**src/rtl/cpu_sm_xfer.sv**
```systemverilog
// cpu_sm_xfer: DMA bus-master transfer sequencer.
// Moves longwords between a FIFO and a 68k-style asynchronous bus:
// request/grant/acknowledge arbitration, AS_/DS_ strobes, and 32- or 16-bit
// dynamic bus sizing via DSACK_. Every output is taken directly from a flop.
// Optional feature: define CPU_SM_BUS_TIMEOUT_EN to compile in an 8-bit
// WAIT watchdog that raises a sticky BUS_ERR and releases the bus.
module cpu_sm_xfer #(
  parameter int unsigned BURST_LEN = 4,
  parameter int unsigned BCNT_W    = 4
) (
  input  logic       CLK,
  input  logic       nRESET,
  input  logic       DMAENA,
  input  logic       DMADIR,
  input  logic       FIFOEMPTY,
  input  logic       FIFOFULL,
  input  logic       FLUSHFIFO,
  input  logic       BGRANT_,
  input  logic [1:0] DSACK_,
  output logic       BR_,
  output logic       BGACK_,
  output logic       AS_,
  output logic       DS_,
  output logic       RW,
  output logic       A1,
  output logic       FIFO_RD,
  output logic       FIFO_WR,
  output logic       ADDR_INC,
  output logic       BUSY,
  output logic       BUS_ERR
);

  // S_CHK is the decision cycle after ACK, so the FIFO flag reflects the pop/push.
  typedef enum logic [2:0] {
    S_IDLE, S_REQ, S_OWN, S_STRB, S_WAIT, S_ACK, S_CHK, S_REL
  } state_e;

  state_e              state_q, state_d;
  logic [BCNT_W-1:0]   beat_q, beat_d;
  logic                a1_q, a1_d;
  logic                br_q, br_d;
  logic                bgack_q, bgack_d;
  logic                as_q, as_d;
  logic                ds_q, ds_d;
  logic                rw_q, rw_d;
  logic                rd_q, rd_d;
  logic                wr_q, wr_d;
  logic                inc_q, inc_d;
  logic                busy_q, busy_d;
  logic                start_req;
  logic                ack32;
  logic                ack16;
  logic                burst_end;
  logic                timeout;

  assign start_req = DMAENA & ((DMADIR & (FIFOFULL | (FLUSHFIFO & ~FIFOEMPTY)))
                               | (~DMADIR & FIFOEMPTY));
  // 2'b10 (8-bit port) and 2'b11 both count as no acknowledge.
  assign ack32     = (DSACK_ == 2'b00);
  assign ack16     = (DSACK_ == 2'b01);
  assign burst_end = (beat_q == BCNT_W'(BURST_LEN)) | (DMADIR & FIFOEMPTY)
                   | (~DMADIR & FIFOFULL) | ~DMAENA;

`ifdef CPU_SM_BUS_TIMEOUT_EN
  logic [7:0] wd_q, wd_d;
  logic       err_q, err_d;

  // Watchdog: counts consecutive WAIT cycles; the 256th unacknowledged one times out.
  assign timeout = (state_q == S_WAIT) & ~(ack32 | ack16) & (wd_q == 8'hFF);

  // Watchdog counter and sticky error next-state.
  always_comb begin
    wd_d  = '0;
    err_d = err_q;
    if ((state_q == S_WAIT) && (state_d == S_WAIT)) begin
      wd_d = wd_q + 8'd1;
    end
    if (timeout) begin
      err_d = 1'b1;
    end else if (!DMAENA) begin
      err_d = 1'b0;
    end
  end

  // Watchdog registers.
  always_ff @(posedge CLK or negedge nRESET) begin
    if (!nRESET) begin
      wd_q  <= '0;
      err_q <= 1'b0;
    end else begin
      wd_q  <= wd_d;
      err_q <= err_d;
    end
  end

  assign BUS_ERR = err_q;
`else
  assign timeout = 1'b0;
  assign BUS_ERR = 1'b0;
`endif

  // State, beat counter and word-select registers.
  always_ff @(posedge CLK or negedge nRESET) begin
    if (!nRESET) begin
      state_q <= S_IDLE;
      beat_q  <= '0;
      a1_q    <= 1'b0;
    end else begin
      state_q <= state_d;
      beat_q  <= beat_d;
      a1_q    <= a1_d;
    end
  end

  // Next-state logic; a started longword always runs to its acknowledge.
  always_comb begin
    state_d = state_q;
    beat_d  = beat_q;
    a1_d    = a1_q;
    unique case (state_q)
      S_IDLE: if (start_req) state_d = S_REQ;
      S_REQ: begin
        if (!DMAENA)       state_d = S_IDLE;
        else if (!BGRANT_) state_d = S_OWN;
      end
      S_OWN: begin
        beat_d  = '0;
        a1_d    = 1'b0;
        state_d = DMAENA ? S_STRB : S_REL;
      end
      S_STRB: state_d = S_WAIT;
      S_WAIT: begin
        if (timeout) begin
          a1_d    = 1'b0;
          state_d = S_REL;
        end else if (ack32 || (ack16 && a1_q)) begin
          a1_d    = 1'b0;
          state_d = S_ACK;
        end else if (ack16) begin
          a1_d    = 1'b1;
          state_d = S_STRB;
        end
      end
      S_ACK: begin
        beat_d  = beat_q + BCNT_W'(1);
        state_d = S_CHK;
      end
      S_CHK: state_d = burst_end ? S_REL : S_STRB;
      S_REL: begin
        beat_d  = '0;
        a1_d    = 1'b0;
        state_d = S_IDLE;
      end
      default: state_d = S_IDLE;
    endcase
  end

  // Output decode from the next state so each registered output lines up with its state.
  always_comb begin
    br_d    = 1'b1;
    bgack_d = 1'b1;
    as_d    = 1'b1;
    ds_d    = 1'b1;
    rw_d    = 1'b1;
    rd_d    = 1'b0;
    wr_d    = 1'b0;
    inc_d   = 1'b0;
    busy_d  = (state_d != S_IDLE);
    unique case (state_d)
      S_REQ: br_d = 1'b0;
      S_OWN, S_CHK: bgack_d = 1'b0;
      S_STRB: begin
        bgack_d = 1'b0;
        as_d    = 1'b0;
        rw_d    = ~DMADIR;
      end
      S_WAIT: begin
        bgack_d = 1'b0;
        as_d    = 1'b0;
        ds_d    = 1'b0;
        rw_d    = ~DMADIR;
      end
      S_ACK: begin
        bgack_d = 1'b0;
        rd_d    = DMADIR;
        wr_d    = ~DMADIR;
        inc_d   = 1'b1;
      end
      default: ;
    endcase
  end

  // Output registers.
  always_ff @(posedge CLK or negedge nRESET) begin
    if (!nRESET) begin
      br_q    <= 1'b1;
      bgack_q <= 1'b1;
      as_q    <= 1'b1;
      ds_q    <= 1'b1;
      rw_q    <= 1'b1;
      rd_q    <= 1'b0;
      wr_q    <= 1'b0;
      inc_q   <= 1'b0;
      busy_q  <= 1'b0;
    end else begin
      br_q    <= br_d;
      bgack_q <= bgack_d;
      as_q    <= as_d;
      ds_q    <= ds_d;
      rw_q    <= rw_d;
      rd_q    <= rd_d;
      wr_q    <= wr_d;
      inc_q   <= inc_d;
      busy_q  <= busy_d;
    end
  end

  assign BR_      = br_q;
  assign BGACK_   = bgack_q;
  assign AS_      = as_q;
  assign DS_      = ds_q;
  assign RW       = rw_q;
  assign A1       = a1_q;
  assign FIFO_RD  = rd_q;
  assign FIFO_WR  = wr_q;
  assign ADDR_INC = inc_q;
  assign BUSY     = busy_q;

endmodule

```
**config.mk**
```make
export PLATFORM = sky130hd
export DESIGN_NAME = cpu_sm_xfer
export DESIGN_NICKNAME = d
export VERILOG_FILES = /design/src/rtl/cpu_sm_xfer.sv
export SDC_FILE = /design/constraint.sdc
export NUM_CORES = 1
export LEC_CHECK = 0
export CORE_MARGIN = 5
export CORE_UTILIZATION = 43
export CTS_CLUSTER_DIAMETER = 40
export CTS_CLUSTER_SIZE = 14
export DETAILED_ROUTE_END_ITERATION = 10
export PLACE_DENSITY = 0.72
export SYNTH_ARGS = -nofsm -noshare
export SYNTH_HDL_FRONTEND = slang
export SYNTH_SLANG_ARGS = --single-unit
```
**constraint.sdc**
```tcl
create_clock -name CLK -period 1.55 [get_ports CLK]
set_input_delay 0.2325 -clock CLK [delete_from_list [all_inputs] [get_ports CLK]]
set_output_delay 0.2325 -clock CLK [all_outputs]
set_load 0.02 [all_outputs]
```
==> results_dict.tcl <==
set metrics [dict create \
    status "finished, violations left" \
    violations "setup timing" \
    synth_edf_count 0 \
    hold_violations 0 \
    io_pins 21 \
    first_pass_iters 4 \
    yosysWarnings 0 \
    p_per_area_nw_per_um2 2063 \
    synth_top_cell_area_share_pct 33.33 \
    synth.cell_area_um2 900.9 \
    ff2ff_path_depth 6 \
    syn2layout_area_growth_pct 50.83 \
    switchingPower_w 0.001155 \
    finalWeightedCongestion 0.7667 \
    peakVddDrop_uv 1685 \
    drt_iter0_drc 14 \
    grt_pass1_wl_um 3581 \
    setup_ws_ps -80.17 \
    met3_usage_pct 3.248 \
    synth_common_cells "12 x dfrtp_1, 10 x nand2_1, 8 x nor2_1, 7 x a21oi_1, 7 x o21ai_0" \
    clk-insertion-delay-late_ps 290 \
    grt_max_degree 18 \
    p_int_w 0.001648 \
    initial_core_util_pct 45.45 \
    avgViaCountPerCell 5.012 \
    synth.most_common_cell "dfrtp_1" \
    seq_area_frac_synth_pct 47.92 \
    synth_top_area_cell "dfrtp_1" \
    clock_sinks 17 \
    drc 0 \
    antenna_found_initial 0 \
    wl_per_cell_um 13.02 \
    ys_types 36 \
    clkTransAtPathRegs_ps 100 \
    place_hpwl_um 1521 \
    cp.arrival_ps 1810 \
    grtUsageMet1_pct 16.05 \
    pre_cts_ws_ps -318.2 \
    fin_crit_sh_pct 105.2 \
    ant_nets 0 \
    numCtsBuffers 3 \
    gr-usage-met2_pct 24.16 \
    wl_um 2175 \
    fin_crit_ps 1630 \
    clock.fmax_mhz 613.4 \
    grt_usage_pct 14.58 \
    std_cell_rows 16 \
    synthFlopType "dfrtp_1" \
    crit_fanout 7 \
    slew_viol_final 0 \
    synthArstFlopShare_pct 100.0 \
    postCtsHoldBufs 0 \
    seqPwrFrac_pct 27.1 \
    worstSetupEndpointType "register" \
    layout.nets 153 \
    cap_violations 0 \
    die_area_um2 3110 \
    overflow 0 \
    clock_power_share_pct 8.6 \
    grt_pass1_vias 821 \
    pwr-share-comb_pct 64.3 \
    fp.dieH_um 55.77 \
    worstSetupPathType "register to register" \
    fin_util_pct 68.56 \
    p_sw_share_pct 41.21 \
    syn_nets 106 \
    hold_class "input pin to async pin" \
    cts_root_buf "clkbuf_4" \
    core-area_um2 1982 \
    finClkSkew_ps 1.801 \
    diodes 0 \
    fp.dieW_um 55.77 \
    h-tree-depth 1 \
    worst_ep_required_time_ps 1730 \
    num_vias 837 \
    reg2reg_slack_ps -80 \
    synthTopCellsByArea "dfrtp_1 33%, dfstp_2 15%, nand2_1 4.2%" \
    clockBufferDepth 2 \
    synth_area_per_cell_um2 9.584 \
    ys_ff_latch 17 \
    drive_gt1_share_pct 37.14 \
    portBuffers 19 \
    rsz0062_at_grt "yes" \
    p_leak_nw 0.6189 \
    synth_cells 94 \
    crit_path_start_kind "register" \
    cts_tree "done" \
    busiest_layer "met2" \
    setup_viol 4 \
]
layout make-up:
| type | instances | area (µm²) |
|---|---|---|
| timing repair buffer | 46 | 391.6 |
| sequential | 17 | 432.9 |
| multi-input combinational | 65 | 435.4 |
| clock buffer | 3 | 22.52 |
| clock inverter | 1 | 5.005 |
| tap | 27 | 33.78 |
| inverter | 8 | 37.54 |
| fill | 141 | 623.1 |
worst max-delay path, cell delays in order (launching register included):
cell,delay (ps)
dfrtp_2,460
buf_4,170
a21oi_1,240
nand2_1,100
nand2_1,100
inv_2,90
or3_1,350
metal layers:
| layer | vias to the layer above | routed length, µm |
|---|---|---|
| met1 | 391 | 877 |
| met5 | - | 0 |
| li1 | 413 | - |
| met4 | 0 | 79 |
| met2 | 25 | 1105 |
| met3 | 8 | 112 |
sequential cells by signal, indices dropped and copies added (netlist names):
name      cells
FIFO_WR       1
BR_           1
AS_           1
FIFO_RD       1
BGACK_        1
beat_q        4
RW            1
A1            1
ADDR_INC      1
BUSY          1
state_q       3
DS_           1
kinds of logic after synthesis:
logic type	count (synthesis)	share of synthesized area (%)
muxes	3	3.333
AOI/OAI and AO/OA	24	16.67
buffers and inverters	12	8.333
adders and majority gates	2	2.777
DFF	17	47.92
and+or+nand+nor	35	20.56
other	1	0.4163
through the flow:
stage                     cells  setup TNS (ps)  area (µm²)  power (W)  hold slack (ps)
after floorplan              94               0       903.4   0.001584           -63.09
after global placement      156           -1727        1240   0.002224            530.8
after detailed placement    156           -2618        1240   0.002257            544.9
after CTS                   163          -305.1        1313   0.002639            243.3
after global routing        167          -851.6        1359   0.002996            282.2
final                       167          -235.4        1359   0.002803            246.5
cells in the final DEF (no fill, tap or decap), types with 2 or more instances in the layout:
cell type	n
inv_2	4
nand4_1	2
inv_1	2
a21o_1	2
buf_6	2
a21oi_1	6
nor2b_1	3
clkbuf_4	3
mux2i_1	3
o21ai_0	7
dfstp_2	5
buf_4	25
dfrtp_1	11
clkdlybuf4s50_1	12
nand2b_1	2
nand2_1	10
nor2_1	8
dlygate4sd2_1	7
power by group through the flow:
stage	combinational [W]	sequential, W	clock (W)
after detailed placement	0.00150	0.000760	0
final	0.00180	0.000760	0.000241
after global placement	0.00147	0.000756	0
after CTS	0.00164	0.000752	0.000251
after global routing	0.00195	0.000782	0.000263
after floorplan	0.000722	0.000862	0
what timing repair did:
action                     in CTS  in global routing
pin swaps                       6                  6
buffers inserted                3                  4
setup endpoints to repair      14                 10
gates resized for setup        13                  5
worst paths after layout:
| check | startpoint | to |
|---|---|---|
| worst min register to register | beat_q[3]$_DFFE_PN0P_ | beat_q[3]$_DFFE_PN0P_ |
| max in group asynchronous | nRESET | BR_$_DFF_PN1_ |
| worst min-delay path | nRESET | beat_q[2]$_DFFE_PN0P_ |
| min in group CLK | DMADIR | RW$_DFF_PN1_ |
| worst max register to register | state_q[2]$_DFF_PN0_ | BUSY$_DFF_PN0_ |
| worst max-delay path | state_q[2]$_DFF_PN0_ | BUSY$_DFF_PN0_ |
Power figures use the tool's default switching activity.
